--- src/rtl/fifo_pkg.sv ---
//------------------------------------------------------------------------------
// fifo_pkg -- Gray/binary pointer conversion shared by the FIFO pointer blocks.
// Revision: 1.0
//------------------------------------------------------------------------------
`default_nettype none

package fifo_pkg;

  localparam int FIFO_PTR_MAXW = 32;

  typedef logic [FIFO_PTR_MAXW-1:0] fifo_ptr_t;

  // Operands are zero-extended pointers, so one implementation serves any
  // pointer width up to FIFO_PTR_MAXW; the caller truncates the result.
  function automatic fifo_ptr_t bin2gray(input fifo_ptr_t b);
    return b ^ (b >> 1);
  endfunction

  function automatic fifo_ptr_t gray2bin(input fifo_ptr_t g);
    fifo_ptr_t b;
    b[FIFO_PTR_MAXW-1] = g[FIFO_PTR_MAXW-1];
    for (int i = FIFO_PTR_MAXW-2; i >= 0; i--) begin
      b[i] = b[i+1] ^ g[i];
    end
    return b;
  endfunction

endpackage

`default_nettype wire

--- src/rtl/wr_pntr_full.sv ---
//------------------------------------------------------------------------------
// wr_pntr_full -- async-FIFO write pointer and registered full flag.
// Optional write-side fill level under macro FIFO_WR_USEDW_EN.  Revision: 1.0
//------------------------------------------------------------------------------
`default_nettype none

module wr_pntr_full
  import fifo_pkg::*;
#(
  parameter int AWIDTH = 3
) (
  input  logic              wr_clk_i,
  input  logic              aclr_i,
  input  logic              wr_req_i,
  input  logic [AWIDTH:0]   rd_pntr_gray_i,
  output logic              wr_en_o,
  output logic [AWIDTH-1:0] wr_addr_o,
  output logic [AWIDTH:0]   wr_pntr_gray_o,
`ifdef FIFO_WR_USEDW_EN
  output logic [AWIDTH:0]   wr_usedw_o,
`endif
  output logic              wr_full_o
);

  logic [AWIDTH:0] wr_bin_q;
  logic [AWIDTH:0] wr_bin_d;
  logic [AWIDTH:0] wr_gray_q;
  logic [AWIDTH:0] wr_gray_d;
  logic            wr_full_q;
  logic            wr_full_d;
  logic [AWIDTH:0] rd_gray_full_cmp;

  assign wr_en_o        = wr_req_i & ~wr_full_q;
  assign wr_addr_o      = wr_bin_q[AWIDTH-1:0];
  assign wr_pntr_gray_o = wr_gray_q;
  assign wr_full_o      = wr_full_q;

  assign wr_bin_d  = wr_bin_q + {{AWIDTH{1'b0}}, wr_en_o};
  assign wr_gray_d = (AWIDTH+1)'(bin2gray(fifo_ptr_t'(wr_bin_d)));

  // Inverting the two Gray MSBs of the read pointer yields the Gray code of
  // (read pointer + depth): the write pointer one full lap ahead.
  assign rd_gray_full_cmp = {~rd_pntr_gray_i[AWIDTH:AWIDTH-1], rd_pntr_gray_i[AWIDTH-2:0]};
  assign wr_full_d        = (wr_gray_d == rd_gray_full_cmp);

  always_ff @(posedge wr_clk_i or posedge aclr_i) begin
    if (aclr_i) begin
      wr_bin_q  <= '0;
      wr_gray_q <= '0;
      wr_full_q <= 1'b0;
    end else begin
      wr_bin_q  <= wr_bin_d;
      wr_gray_q <= wr_gray_d;
      wr_full_q <= wr_full_d;
    end
  end

`ifdef FIFO_WR_USEDW_EN
  logic [AWIDTH:0] rd_bin;
  logic [AWIDTH:0] wr_usedw_d;
  logic [AWIDTH:0] wr_usedw_q;

  assign rd_bin     = (AWIDTH+1)'(gray2bin(fifo_ptr_t'(rd_pntr_gray_i)));
  assign wr_usedw_d = wr_bin_d - rd_bin;
  assign wr_usedw_o = wr_usedw_q;

  always_ff @(posedge wr_clk_i or posedge aclr_i) begin
    if (aclr_i) begin
      wr_usedw_q <= '0;
    end else begin
      wr_usedw_q <= wr_usedw_d;
    end
  end
`endif

endmodule

`default_nettype wire

--- config.mk ---
export PLATFORM = sky130hd
export DESIGN_NAME = wr_pntr_full
export DESIGN_NICKNAME = d
export VERILOG_FILES = /design/src/rtl/fifo_pkg.sv /design/src/rtl/wr_pntr_full.sv
export SDC_FILE = /design/constraint.sdc
export NUM_CORES = 1
export LEC_CHECK = 0
export BUFFER_PORTS_ARGS = -buffer_cell sky130_fd_sc_hd__clkbuf_2
export CORE_AREA = 2 2 39 41
export DETAILED_ROUTE_END_ITERATION = 7
export DIE_AREA = 0 0 41 43
export SYNTH_ARGS = -nofsm -noshare
export SYNTH_HDL_FRONTEND = slang
export SYNTH_SLANG_ARGS = --single-unit
--- constraint.sdc ---
create_clock -name wr_clk_i -period 5.6 [get_ports wr_clk_i]
set_clock_uncertainty 0.15 [all_clocks]
set_input_delay 0.56 -clock wr_clk_i [delete_from_list [all_inputs] [get_ports wr_clk_i]]
set_output_delay 0.56 -clock wr_clk_i [all_outputs]
set_load 0.05 [all_outputs]
==> impl_results.md, run 1 <==
* Run status: complete, no violations
* Area growth syn-to-layout at 24.2%
* Crit path required time at between 5 and 6 ns
* Top Usage Layer GRT: met2
* I/O Pins at 16
* Syn Inst Count at 39
* Clk pin slew, worst setup/hold paths at 0.05 ns
* Antenna-violating nets left at 0
* Initial DRT Pass Iterations at 4
* # rows at 14
* Shortest period the worst path allows at ~2.2 ns
* Worst setup path startpoint: wr_req_i
* #FFs+latches synth at 8
* Routed wire length at ~800 um
* R2r endpoint: wr_full_o
* Setup Buffers After CTS at 0
* CP Data Arrival Time at ~2.2 ns
* Share of the synthesized area in the top cell type at a little over two fifths
* GR Layer Usage met1 at 13.2%
* Register-to-register setup slack at 3.46 ns
* Clock Latency Late Sink at 0.25 ns
* Via count at 346
* Worst R2R Start: wr_full_o
* Total core area at about 1400 sq um
* Clock Root Buffer: clkbuf_4
* WS Path Type: input pin to flip-flop
* Die footprint at 1760 sq um
* CP Capture Type: flip-flop
* Met3 usage at approximately 3.1%
* RSZ-0062 raised after global routing: false
* Final hold vios at 0
* Area of the multi-input gates at between 200 and 250 sq um
* Hold-fix buffers, CTS at 0
* CP endpoint: wr_full_o
* Nets at 67
* Crit share post-route at approximately two fifths
* Syn nets at 48
* Initial antenna violation count at 0
* Register area at 200 sq um
* Routed wire per std cell at 11.3 um
* GPL Wtd Cong at 0.700
* CTS H-tree lvls at 1
* Largest net degree at the start of global routing at 9
* R2R depth at 7
* Die W at roughly 41 um
* Number of fill cells at 147
* Vias in the first global route at 328
* Max_cap viols at 0
* Post-DP Area at around 540 sq um
* Leading post-synthesis cells by cell area: dfrtp_1 (44%), xnor2_1 (12%), xor2_4 (6.0%)
* Mapped Avg Cell Area at between 10 and 15 sq um
* Post-Synthesis Cell Area at 455 sq um
* Maximum clock path buffer count at 2
* Min-delay worst type: input pin to asynchronous set/reset pin
* Seq/Total Area, Yosys at 44.0%
* Setup TNS at 0 ns
* Tot GR Track Use at 12.7%
* Endpoints failing setup at 0
* M2 GR Usage at 18.1%
* Post-CTS resize count at 0
* TritonCTS Sinks at 8
* Worst Tran Pin Value at 0.402 ns
* DRC violations left at 0
* Critical path peak fanout at 5
* Share of layout cells above drive strength 1 at 39.3%
* CTS Buf Count at 3
* Slew Limit Fails at 0
* Post-synthesis cell type with the largest combined area: dfrtp_1
* Startpoint types: input pin
* Grt total ovfl at 0
* Fin area at 566 sq um
* Die H at between 40 and 50 um
* Number of buffers added on ports at 15
* CTS tree: yes
* Yosys cell types at 19
* Initial core utilization at 32.9%
* First-pass GRT wire length at 1360 um
* Max frequency at roughly 460 MHz
* Ant. Diodes at 0
* First DRT Iteration DRCs at 1
* Via density at 4.81
* Synth warn at 0
* Max_slew headroom at 73.0%
-- routing by layer --
metal  vias up  share of wire, %
li1        172                 -
met1       155                43
met2        15                47
met3         4               5.5
met4         0               4.7
met5         -                 0
-- placed cells by master, fill, tap and decap left out, types with 3 or more instances in the layout --
master,count
clkbuf_2,15
dfrtp_1,8
xnor2_1,6
nand2_1,3
clkbuf_4,3
-- how the worst min path moves through the flow --
stage,startpoint,to,slack [ns],cells after the start
after global routing,aclr_i,wr_bin_q[3],0.11,2
after CTS,aclr_i,wr_bin_q[3],0.08,2
final,aclr_i,wr_bin_q[3],0.07,2
after global placement,aclr_i,wr_bin_q[0],0.35,2
after detailed placement,aclr_i,wr_full_o,0.36,2
after floorplan,aclr_i,wr_bin_q[0],0.23,1
-- through the flow --
| step | hold WS (ns) | std cells | setup WS, ns | utilization (%) |
|---|---|---|---|---|
| after floorplan | 0.226 | 39 | 2.66 | - |
| after CTS | 0.0779 | 72 | 3.43 | 40.9 |
| final | 0.0713 | 72 | 3.44 | 40.9 |
| after global placement | 0.352 | 69 | 3.18 | 39.2 |
| after global routing | 0.109 | 72 | 3.31 | 40.9 |
| after detailed placement | 0.357 | 69 | 3.18 | 39.2 |
-- worst max-delay path, cell delays in order --
cell      delay [ns]
clkbuf_2        0.07
nor2b_1         0.13
ha_1            0.25
ha_1            0.25
xnor2_1         0.37
inv_1           0.10
nand2_1         0.09
nand4_1         0.10
nor4_2          0.24
-- Yosys cell counts --
cell type	count
dfrtp_1	8
xnor2_1	6
nand2_1	3
a21oi_1	2
ha_1	2
inv_1	2
nand3_1	2
nand4_1	2
xor2_1	2
a211oi_2	1
a22oi_1	1
buf_4	1
mux2i_1	1
nand3b_1	1
nor2b_1	1
nor4_2	1
o21ba_1	1
or3_2	1
xor2_4	1
-- area by class of cell --
class / count / share of cell area [%]
Clock buffer: 3 / 3.98
Inverter: 2 / 1.33
Multi-Input combinational cell: 28 / 42.5
Sequential cell: 8 / 35.4
Tap cell: 16 / 3.54
Timing Repair Buffer: 15 / 13.3
-- kinds of logic (layout without fill, tap and decap cells) --
family	count (synthesis)	count (layout)	synth area share, %
AOI/OAI and AO/OA	5	5	8.79
xor gates and xnor gates	9	9	21.4
adders and majority gates	2	2	5.49
buffers and inverters	3	20	3.30
DFF	8	8	44.0
muxes	1	1	2.20
and+or+nand+nor	11	11	14.8
-- sequential cells by signal, summed over array words and instances, names as in the netlist --
signal	flops
wr_pntr_gray_o	3
wr_bin_q	4
wr_full_o	1
Power of run 1 is not shown: default switching activity piles up to over one toggle a cycle in this logic, so the estimate is an artifact.
==> run 2, diff against run 1 <==
Settings changed: ABC_AREA from default to 1.
Clock period 5.6 ns to 2.2 ns, I/O delays scaled along.
==> run 2 against run 1 <==
First-iteration DRC count increased to 11 times the previous value; highest routed layer unchanged; synthesized area decreased by 2.7%; clock-buffer cell count unchanged; via count increased by 20%.
==> impl_results.md, run 2 <==
* Run status: complete, no violations
* Post-Synthesis Cell Area at approximately 440 sq um
* Maximum clock path buffer count at 2
* HPWL after detailed placement at 691 um
* Post-CTS resize count at 0
* Die H at approximately 43 um
* Clock Root Buffer: clkbuf_4
* Startpoint types: flip-flop
* Register-to-register setup slack at approximately 0.45 ns
* Max_cap viols at 0
* Top post-synthesis cells by count: nand2_1 (18), nand3_1 (12), inv_1 (11)
* #FFs+latches synth at 8
* Max frequency at 571 MHz
* Hold EP: wr_full_o
* TritonCTS Sinks at 8
* Largest register FFs at 4
* Syn nets at 66
* Delay-heaviest family, CP: adder cells
* Initial DRT Pass Iterations at 4
* # rows at 14
* Post-synth EDFFs at 0
* Die footprint at about 1800 sq um
* First DRT Iteration DRCs at 11
* Biggest register: wr_bin_q
* Mapped Avg Cell Area at roughly 8 sq um
* Most common cell after layout, fill and taps aside: nand2_1
* CP max-delay cell: dfrtp_1
* Share of the synthesized area in the top cell type at 45.2%
* Critical-path cell list: nor2_4, ha_1, ha_1, xor2_2, inv_1, nand2_1, nand2_1, nand3_1, nor2_1
* Min-Delay Path Depth at 4
* Shortest period the worst path allows at ~1.8 ns
* Number of fill cells at 149
* Yosys cell types at 9
* Clock Latency Late Sink at 0.25 ns
* Number of buffers added on ports at 15
* Worst Tran Pin Value at 0.292 ns
* Setup TNS at 0 ns
* Antenna-violating nets left at 0
* R2R depth at 9
* Nets at 87
* Area growth syn-to-layout at 30.5%
* RSZ-0062 raised after global routing: false
* Crit share post-route at around 80%
* First-pass GRT wire length at 1320 um
* Fin area at between 500 and 600 sq um
* Routed wire length at between 700 and 800 um
* Top FF cell, synth: dfrtp_1
* Async set-reset flop share out of synthesis at 100%
* Endpoints failing setup at 0
* Ant. Diodes at 0
* Min-delay worst type: input pin to flip-flop
* Clk pin slew, worst setup/hold paths at 0.05 ns
* Via density at 4.52
* Most frequent cell after synthesis: nand2_1
* Crit path required time at around 2.2 ns
* Tot GR Track Use at 11.7%
* Critical path peak fanout at 5
* Grt total ovfl at 0
* CTS Buf Count at 3
* CP Data Arrival Time at approximately 1.8 ns
* WS Path Type: flip-flop to flip-flop
* Commonest cells after routing, fill and taps aside: nand2_1 (18), clkbuf_2 (15), nand3_1 (12)
* I/O Pins at 16
* Worst R2R Start: wr_full_o
* Worst setup path startpoint: wr_full_o
* Max incr delay on CP at 0.40 ns
* Seq/Total Area, Yosys at roughly 45%
* Synth warn at 0
* Via count at approximately 420
* Max_slew headroom at 80.5%
* Min-delay src: rd_pntr_gray_i[2]
* Post-DP Area at 546 sq um
* Syn Inst Count at 57
* Vias in the first global route at 342
* Setup Buffers After CTS at 0
* Hold-fix buffers, CTS at 1
* CP Capture Type: flip-flop
* Die W at 41 um
* Leading post-synthesis cells by cell area: dfrtp_1 (45%), nand2_1 (15%), nand3_1 (14%)
* DRC violations left at 0
* R2r endpoint: wr_full_o
* CTS H-tree lvls at 1
* Initial antenna violation count at 0
* Routed wire per std cell at 8.59 um
* Total core area at 1380 sq um
* Post-synthesis cell type with the largest combined area: dfrtp_1
* GPL Wtd Cong at 0.777
* Final core occ at 41.8%
* Share of layout cells above drive strength 1 at 30.3%
* Slew Limit Fails at 0
* Initial core utilization at 32.0%
* Final hold vios at 0
* Buf/Inv on CP at 1
* Largest net degree at the start of global routing at 9
* CTS tree: yes
-- run 2: how the worst max path moves through the flow --
| stage | cells after the start | to | slack, ns |
|---|---|---|---|
| global route | 9 | wr_full_o | 0.27 |
| floorplan | 9 | wr_full_o | 0.01 |
| finish | 9 | wr_full_o | 0.45 |
| CTS | 9 | wr_full_o | 0.42 |
| global placement | 9 | wr_full_o | 0.44 |
| detailed placement | 11 | wr_full_o | 0.42 |
-- run 2: metrics by stage --
stage | std cells | hold slack [ns] | worst slack, ns
3_5_place_dp | 88 | 0.00547 | 0.420
5_1_grt | 92 | 0.147 | 0.274
2_1_floorplan | 57 | -0.114 | 0.0131
3_3_place_gp | 88 | 0.00991 | 0.441
4_1_cts | 92 | 0.116 | 0.421
6_report | 92 | 0.121 | 0.449
-- run 2: tightest hold or removal path: stages --
cell and delay, ns:
clkbuf_2 0.09, nand3_1 0.07, nand2_1 0.07, nor2_1 0.04
-- run 2: area by class of cell --
cell class / instances / area [sq um] / share of cell area [%]
tap: 16 / 20.0 / 3.46
multi-input combinational: 38 / 209 / 36.1
timing repair buffer: 16 / 85.1 / 14.7
sequential: 8 / 200 / 34.6
clock buffer: 3 / 22.5 / 3.90
inverter: 11 / 41.3 / 7.14
-- run 2: kinds of logic (layout without fill, tap and decap cells) --
logic type / after synthesis / after routing / synth area share (%)
AND/OR/NAND/NOR: 35 / 35 / 36.2
flip-flops: 8 / 8 / 45.2
adder cells (fa/ha/maj): 2 / 2 / 5.65
buffers and inverters: 11 / 30 / 9.32
XOR/XNOR: 1 / 1 / 3.67
-- run 2: layer usage --
layer,track usage (%),vias to the layer above,wire length (um)
li1,-,217,-
met1,15.0,177,347
met2,15.3,16,354
met3,1.57,6,47
met4,12.0,0,40
met5,0,-,0
Power of run 2 is left out for the same reason.
